<file path="src/rtl/fifo_reader.sv">
// Read side of an async FIFO: binary/Gray read pointer, empty flag, fill level,
// and a two-entry output buffer that decouples memory reads from consumer stalls.
module fifo_reader #(
  parameter int DATASIZE = 8,
  parameter int ADDRSIZE = 4
) (
  input  logic                rclk,
  input  logic                rrst_n,
  input  logic [ADDRSIZE:0]   rq2_wptr,
  input  logic [DATASIZE-1:0] rdata,
  input  logic                dout_ready,
  output logic [ADDRSIZE-1:0] raddr,
  output logic [ADDRSIZE:0]   rptr,
  output logic                rclken,
  output logic                rempty,
  output logic [DATASIZE-1:0] dout,
  output logic                dout_valid,
  output logic [ADDRSIZE:0]   rlevel
);

  localparam logic [1:0] OCC_EMPTY = 2'd0;
  localparam logic [1:0] OCC_ONE   = 2'd1;
  localparam logic [1:0] OCC_TWO   = 2'd2;

  logic [ADDRSIZE:0]   rbin_q, rbin_d;
  logic [ADDRSIZE:0]   rptr_q, rptr_d;
  logic                rempty_q, rempty_d;
  logic [ADDRSIZE:0]   rlevel_q, rlevel_d;
  logic [1:0]          occ_q, occ_d;
  logic [DATASIZE-1:0] buf0_q, buf0_d;  // head entry, drives dout
  logic [DATASIZE-1:0] buf1_q, buf1_d;
  logic                pop;
  logic                push;

  function automatic logic [ADDRSIZE:0] gray2bin(input logic [ADDRSIZE:0] g);
    logic [ADDRSIZE:0] b;
    b[ADDRSIZE] = g[ADDRSIZE];
    for (int i = ADDRSIZE - 1; i >= 0; i--) begin
      b[i] = b[i+1] ^ g[i];
    end
    return b;
  endfunction

  // A pop frees a slot in the same cycle, so a full buffer can still refill.
  assign pop    = (occ_q != OCC_EMPTY) && dout_ready;
  assign rclken = !rempty_q && ((occ_q != OCC_TWO) || pop);
  assign push   = rclken;

  assign rbin_d   = rbin_q + {{ADDRSIZE{1'b0}}, rclken};
  assign rptr_d   = rbin_d ^ (rbin_d >> 1);
  assign rempty_d = (rptr_d == rq2_wptr);
  assign rlevel_d = gray2bin(rq2_wptr) - rbin_d;

  // NOTE: every variable assigned in always_comb gets a default first, so no path leaves it unassigned and infers a latch.
  always_comb begin
    occ_d  = occ_q;
    buf0_d = buf0_q;
    buf1_d = buf1_q;
    if (push && !pop) begin
      if (occ_q == OCC_EMPTY) buf0_d = rdata;
      else                    buf1_d = rdata;
      occ_d = occ_q + 2'd1;
    end else if (!push && pop) begin
      buf0_d = buf1_q;
      occ_d  = occ_q - 2'd1;
    end else if (push && pop) begin
      if (occ_q == OCC_TWO) begin
        buf0_d = buf1_q;
        buf1_d = rdata;
      end else begin
        buf0_d = rdata;
      end
    end
  end

  // NOTE: sequential state uses non-blocking assignments so all registers update from the same pre-edge values.
  // NOTE: the buffer entries are reset too, because dout must read as zero during reset.
  always_ff @(posedge rclk or negedge rrst_n) begin
    if (!rrst_n) begin
      rbin_q   <= '0;
      rptr_q   <= '0;
      rempty_q <= 1'b1;
      rlevel_q <= '0;
      occ_q    <= OCC_EMPTY;
      buf0_q   <= '0;
      buf1_q   <= '0;
    end else begin
      rbin_q   <= rbin_d;
      rptr_q   <= rptr_d;
      rempty_q <= rempty_d;
      rlevel_q <= rlevel_d;
      occ_q    <= occ_d;
      buf0_q   <= buf0_d;
      buf1_q   <= buf1_d;
    end
  end

  assign raddr      = rbin_q[ADDRSIZE-1:0];
  assign rptr       = rptr_q;
  assign rempty     = rempty_q;
  assign rlevel     = rlevel_q;
  assign dout       = buf0_q;
  assign dout_valid = (occ_q != OCC_EMPTY);

endmodule

</file>
<file path="config.mk">
export PLATFORM = sky130hd
export DESIGN_NAME = fifo_reader
export DESIGN_NICKNAME = d
export VERILOG_FILES = /design/src/rtl/fifo_reader.sv
export SDC_FILE = /design/constraint.sdc
export NUM_CORES = 1
export LEC_CHECK = 0
export ABC_AREA = 1
export BUFFER_PORTS_ARGS = -buffer_cell sky130_fd_sc_hd__buf_4
export CAP_MARGIN = 20
export CORE_ASPECT_RATIO = 0.7
export CORE_MARGIN = 2
export CORE_UTILIZATION = 54
export CTS_CLUSTER_SIZE = 24
export DETAILED_ROUTE_END_ITERATION = 10
export PLACE_DENSITY = 0.89
export RECOVER_POWER = 50
export SLEW_MARGIN = 20
export SYNTH_ARGS = -nofsm -noshare
export SYNTH_HDL_FRONTEND = slang
export SYNTH_SLANG_ARGS = --single-unit
</file>
<file path="constraint.sdc">
create_clock -name rclk -period 3.33 [get_ports rclk]
set_input_delay 0.666 -clock rclk [delete_from_list [all_inputs] [get_ports rclk]]
set_output_delay 0.666 -clock rclk [all_outputs]
set_load 0.005 [all_outputs]
</file>
==> results of run 1 <==
-- where the power goes --
part           switching, mW  internal (mW)  total (mW)
Sequential             0.141          0.623       0.765
Clock                  0.149          0.144       0.293
Combinational          0.815          0.609        1.42
-- cell usage in the layout (no fill, tap or decap), types with 6 or more instances in the layout --
cell / n
inv_1: 33
ha_1: 9
dfrtp_1: 32
buf_4: 28
o21ai_1: 6
clkbuf_4: 10
nand2_1: 59
nand2_2: 10
o211ai_1: 6
o21ai_2: 11
nand3_1: 8
-- worst max-delay path, delay by kind of cell, from the launching register on --
family	cells	cell delay, ns
fa+ha+maj	3	1.04
flops	1	0.43
simple gates	6	0.44
buf+inv	3	0.35
compound gates	1	0.23
-- per-stage QoR --
stage,cells,total power [mW],hold WS (ns)
finish,304,2.481,0.4855
global route,304,2.738,0.5140
CTS,304,2.513,0.3174
detailed placement,296,2.200,0.4686
global placement,296,2.154,0.4641
floorplan,213,1.806,0.3704
-- layer usage --
metal / wire [um] / part of all wire
met3: 170 / 0.049
met5: 0 / 0
met2: 1640 / 0.48
met4: 29 / 0.0084
met1: 1610 / 0.47
-- area by class of cell --
| type | count | area, sq um |
|---|---|---|
| Fill cell | 263 | 970.9 |
| Multi-Input combinational cell | 138 | 854.6 |
| Sequential cell | 33 | 827.0 |
| Timing Repair Buffer | 40 | 292.8 |
| Inverter | 38 | 142.6 |
| Clock buffer | 5 | 68.82 |
| Tap cell | 47 | 58.81 |
| Clock inverter | 3 | 17.52 |
-- kinds of logic after synthesis --
logic type | count (synthesis) | share of synthesized area
compound gates | 31 | 0.1344
xor+xnor | 7 | 0.03677
fa+ha+maj | 10 | 0.07086
buf+inv | 42 | 0.1003
flops | 33 | 0.4418
simple gates | 90 | 0.2159
-- registers in the layout (all words and copies together) (netlist names) --
signal / cells
buf1_q: 8
dout: 8
occ_q: 2
rbin_q: 5
rempty: 1
rlevel: 5
rptr: 4
-- how the worst min path moves through the flow --
stage                 to  slack (ns)
6_report       buf1_q[3]        0.49
5_1_grt        buf1_q[1]        0.51
3_5_place_dp   buf1_q[3]        0.47
3_3_place_gp   buf1_q[4]        0.46
2_1_floorplan  buf1_q[0]        0.37
4_1_cts          dout[3]        0.32
==> results.toml, run 1 <==
[outcome]
status = "finished with violations"
violations = "max-capacitance violations, max-slew violations"

[sta]
tns_ns = 0
fmax_mhz = 383.9
worst_slack_ns = 0.7253
tightest_slew_ns = 1.708
period_needed_ns = 2.605
setup_viol = 0
max_slew_margin = -0.1384
period_share = 0.7822
slew_viol_final = 34
rsz0062_at_grt = "no"
clock_skew_ns = 0.01147
hold_violations = 0

[finish]
final_area_sq_um = 2262
diodes = 0
fin_util = 0.6997
syn_to_final_growth_pct = 20.86
layout.nets = 282
drive_above_1_share = 0.3113

[critical_path]
crit_path_end_kind = "flip-flop"
cp_slowest_cell = "fa_1"
ff2ff_setup_slack_ns = 0.73
rr_worst_depth = 13
r2r-end = "rlevel[4]"
crit_end = "rlevel[4]"
required_ns = 3.50
critPathMaxStageDelay_ns = 0.47
startpoint = "occ_q[0]"
regToRegStartpoint = "occ_q[0]"
worstPathArrival_ns = 2.77
path_cells = "inv_2, nand2_2, o21ai_0, inv_1, ha_1, ha_1, inv_1, fa_1, nand2_1, nand3b_1, nand2_1, nand2_1, nand2_1"
critPathKind = "flip-flop to flip-flop"
cp_max_fo = 5
critPathLaunchType = "flip-flop"
cp_common_cell = "nand2_1"

[min_path]
min_from = "buf1_q[3]"
hold_path.class = "flip-flop to flip-flop"
hold_depth = 2

[global_routing]
grtUsageMet3 = 0.06857
grt_max_degree = 34
use_met1 = 0.2602
grt_pass1_wl_um = 5961
gr-max-usage-layer = "met2"
grt_use_total = 0.2048
antenna_found_initial = 0
met2_usage = 0.3289
grt-ovfl-total = 0
grt_pass1_vias = 1429

[power_and_ir_drop]
vdd.ir_drop.worst_v = 0.0006105
p_leak_nw = 1.215
cellPowerDensity_nw_per_um2 = 1097

[place]
dpl_worst_slack_ns = 0.5076
postPlaceCellArea_sq_um = 2186
portBuffers = 40
dp_hpwl_um = 2557
gp_congestion = 0.8337

[logic_synthesis]
ys_warn_count = 0
synth.most_common_cell = "nand2_1"
netlist_area_sq_um = 1872
synth.top_cell.area_share = 0.4278
ys_ff_latch = 33
postSynthCellCount = 213
synth_top_cell_by_area = "dfrtp_1"
yosys-top-cells-area = "dfrtp_1, nand2_1, inv_1, ha_1, o21ai_2"
syn-num-nets = 239
synth_cell_types = 26
synthArstFlopShare = 1.000
syn_avg_cell_area_sq_um = 8.788
ys.flop_type = "dfrtp_1"
synth-edff-count = 0
synth_commonest_cells = "nand2_1, inv_1, dfrtp_1"
synth-seq-area-share = 0.4418

[floorplan]
rows = 17
dieWidth_um = 74.37
fp.coreArea_sq_um = 3233
die_y_um = 53.26
start_util = 0.5789
dieArea_sq_um = 3961
pin_count = 41

[clock_tree]
worstSkewPairLatency_ns = 0.29
clk_pin_slew_ns = 0.08
cts_root_buffer = "clkbuf_8"
h-tree-depth = 2
ctsResizeCount = 0
cts_buffers = 5
cts_tree = "built"
cts.sinks = 33
clock_path_buffers = 2
cts_setup_buffers = 0
ctsHoldBuffers = 0

[detailed_routing]
drtPass1Iterations = 4
wl_um = 3450
via_count = 1475
drc = 0
routedWlPerCell_um = 11.35
first_iter_violations = 103
ant_nets = 0
vias_per_cell = 4.852

[run]
maxCapViolations = 1
Note: power is estimated with default switching activity, not from simulation.
==> run 2, diff against run 1 <==
--- a/config.mk
+++ b/config.mk
@@ -10,10 +10,10 @@
 export CAP_MARGIN = 20
 export CORE_ASPECT_RATIO = 0.7
 export CORE_MARGIN = 2
-export CORE_UTILIZATION = 54
+export CORE_UTILIZATION = 48
 export CTS_CLUSTER_SIZE = 24
 export DETAILED_ROUTE_END_ITERATION = 10
-export PLACE_DENSITY = 0.89
+export PLACE_DENSITY = 0.85
 export RECOVER_POWER = 50
 export SLEW_MARGIN = 20
 export SYNTH_ARGS = -nofsm -noshare
==> constraint.sdc (replaced) <==
create_clock -name rclk -period 2.15 [get_ports rclk]
set_input_delay 0.43 -clock rclk [delete_from_list [all_inputs] [get_ports rclk]]
set_output_delay 0.43 -clock rclk [all_outputs]
set_load 0.005 [all_outputs]
==> run 2 against run 1 <==
  * Clock power increased by 140%
  * Combinational power up 92%
  * Total power is 85% higher
  * Clock skew is 0.0024 ns lower
  * The run still ends with max-capacitance violations, max-slew violations left
  * Flip-flop and latch count is the same
  * Count of clock-buffer cells in the layout unchanged
  * Sequential power rose by 54%
  * Critical endpoint unchanged
  * Sequential share of layout area down 3.5 points
  * Hold slack worse by 0.070 ns
  * First-iteration DRC count fell by 50%
  * Utilization decreased by 0.99 points
  * Routed wire length increased by 13%
==> results.toml, run 2 (synthesis results as in run 1) <==
[outcome]
status = "finished with violations"
violations = "max-capacitance violations, max-slew violations"

[power_and_ir_drop]
p_comb_frac = 0.591
power_frac_seq = 0.257
p_leak_nw = 1.330
power.net_switching_mw = 1.868
vdd.ir_drop.worst_v = 0.0009441
switching_share = 0.4059
pwr-share-clk = 0.152
p_int_mw = 2.734
cellPowerDensity_nw_per_um2 = 1840

[global_routing]
grt_use_total = 0.1958
antenna_found_initial = 0
grt-ovfl-total = 0
grt_max_degree = 34
grt_pass1_vias = 1498
grt_pass1_wl_um = 6651

[clock_tree]
worstSkewPairLatency_ns = 0.29
cts_buffers = 5
cts_root_buffer = "clkbuf_8"
cts.sinks = 33
clock_path_buffers = 2
h-tree-depth = 2
clk_pin_slew_ns = 0.07
cts_tree = "built"

[finish]
drive_above_1_share = 0.3964
layout.cells.most_common_list = "nand2_1, buf_4, dfrtp_1, inv_1, nand2_2"
fin_util = 0.6898
fillers = 283
multi_input_area_sq_um = 903.4
final_area_sq_um = 2501
syn_to_final_growth_pct = 33.62
seqCellArea_sq_um = 827.0
layout.nets = 300
diodes = 0

[critical_path]
ff2ff_setup_slack_ns = 0.05
rr_worst_depth = 13
critPathKind = "flip-flop to flip-flop"
required_ns = 2.33
r2r-end = "rlevel[4]"
crit_path_end_kind = "flip-flop"
critPathLaunchType = "flip-flop"
startpoint = "occ_q[0]"
worstPathArrival_ns = 2.29
cp_max_fo = 4
crit_end = "rlevel[4]"
regToRegStartpoint = "occ_q[0]"

[sta]
period_share = 0.9790
setup_viol = 0
clock_skew_ns = 0.009110
slew_viol_final = 34
period_needed_ns = 2.105
hold_violations = 0
tightest_slew_ns = 1.727
max_slew_margin = -0.1511
rsz0062_at_grt = "yes"
fmax_mhz = 475.1
worst_slack_ns = 0.04510

[floorplan]
rows = 18
start_util = 0.5162
dieArea_sq_um = 4423
fp.coreArea_sq_um = 3626
dieWidth_um = 78.64
die_y_um = 56.25
pin_count = 41

[place]
dp_hpwl_um = 2747
portBuffers = 40
postPlaceCellArea_sq_um = 2298
gp_congestion = 0.9179
dpl_worst_slack_ns = -0.1139

[detailed_routing]
via_count = 1544
vias_per_cell = 4.751
wl_um = 3904
ant_nets = 0
first_iter_violations = 52
drc = 0
drtPass1Iterations = 4
routedWlPerCell_um = 12.01

[min_path]
hold_path.class = "input pin to flip-flop"

[run]
maxCapViolations = 1
==> run 2: worst min-delay path by stage <==
stage | start | end | cells past startpoint | slack (ns)
after floorplan | rrst_n | buf1_q[0] | 0 | 0.13
after global placement | rrst_n | occ_q[1] | 1 | 0.39
after detailed placement | rrst_n | occ_q[1] | 1 | 0.39
after CTS | rrst_n | buf1_q[1] | 1 | 0.08
after global routing | rdata[6] | buf1_q[6] | 3 | 0.41
final | rdata[1] | buf1_q[1] | 3 | 0.42
==> run 2: worst max-delay path, stage by stage, from the launching register on <==
cell      delay (ns)
dfrtp_1         0.40
inv_2           0.07
nand2_2         0.06
o21ai_2         0.15
inv_2           0.06
ha_2            0.35
ha_1            0.14
inv_1           0.06
fa_2            0.34
nand2_1         0.07
nand3b_1        0.12
nand2_1         0.06
nand2_1         0.07
nand2_1         0.05
==> run 2: per-layer routing <==
metal,track usage,part of all wire
met1,0.2449,0.46
met2,0.3126,0.47
met3,0.07305,0.055
met4,0.06516,0.010
met5,0,0
==> run 2: through the flow <==
step	TNS (ns)	total power, mW	hold WS, ns	std cells
2_1_floorplan	0	2.856	0.1344	213
3_3_place_gp	-0.01992	3.641	0.3945	311
6_report	0	4.602	0.4151	325
4_1_cts	0	4.505	0.07580	320
5_1_grt	-0.2210	5.061	0.4081	325
3_5_place_dp	-0.1952	3.737	0.3948	311
==> run 2: cell type report <==
type,count,area share
inverters,38,0.05703
well taps,50,0.02501
multi-input cells,138,0.3612
clock buffers,5,0.02751
clock inverters,3,0.02601
repair buffers,58,0.1726
flip-flops and latches,33,0.3307
==> run 2: repair_timing <==
item,4_1_cts,5_1_grt
endpoints found under the setup margin,2,13
hold buffers,0,0
pin swaps,2,2
gates resized for setup,2,4
buffers inserted,1,5
==> run 2: power groups by stage <==
stage                     sequential (mW)  clock, mW  combinational, mW
after floorplan                      1.17          0               1.69
after global placement               1.18          0               2.46
after detailed placement             1.19          0               2.55
after CTS                            1.19      0.710               2.61
after global routing                 1.23      0.750               3.08
final                                1.18      0.698               2.72
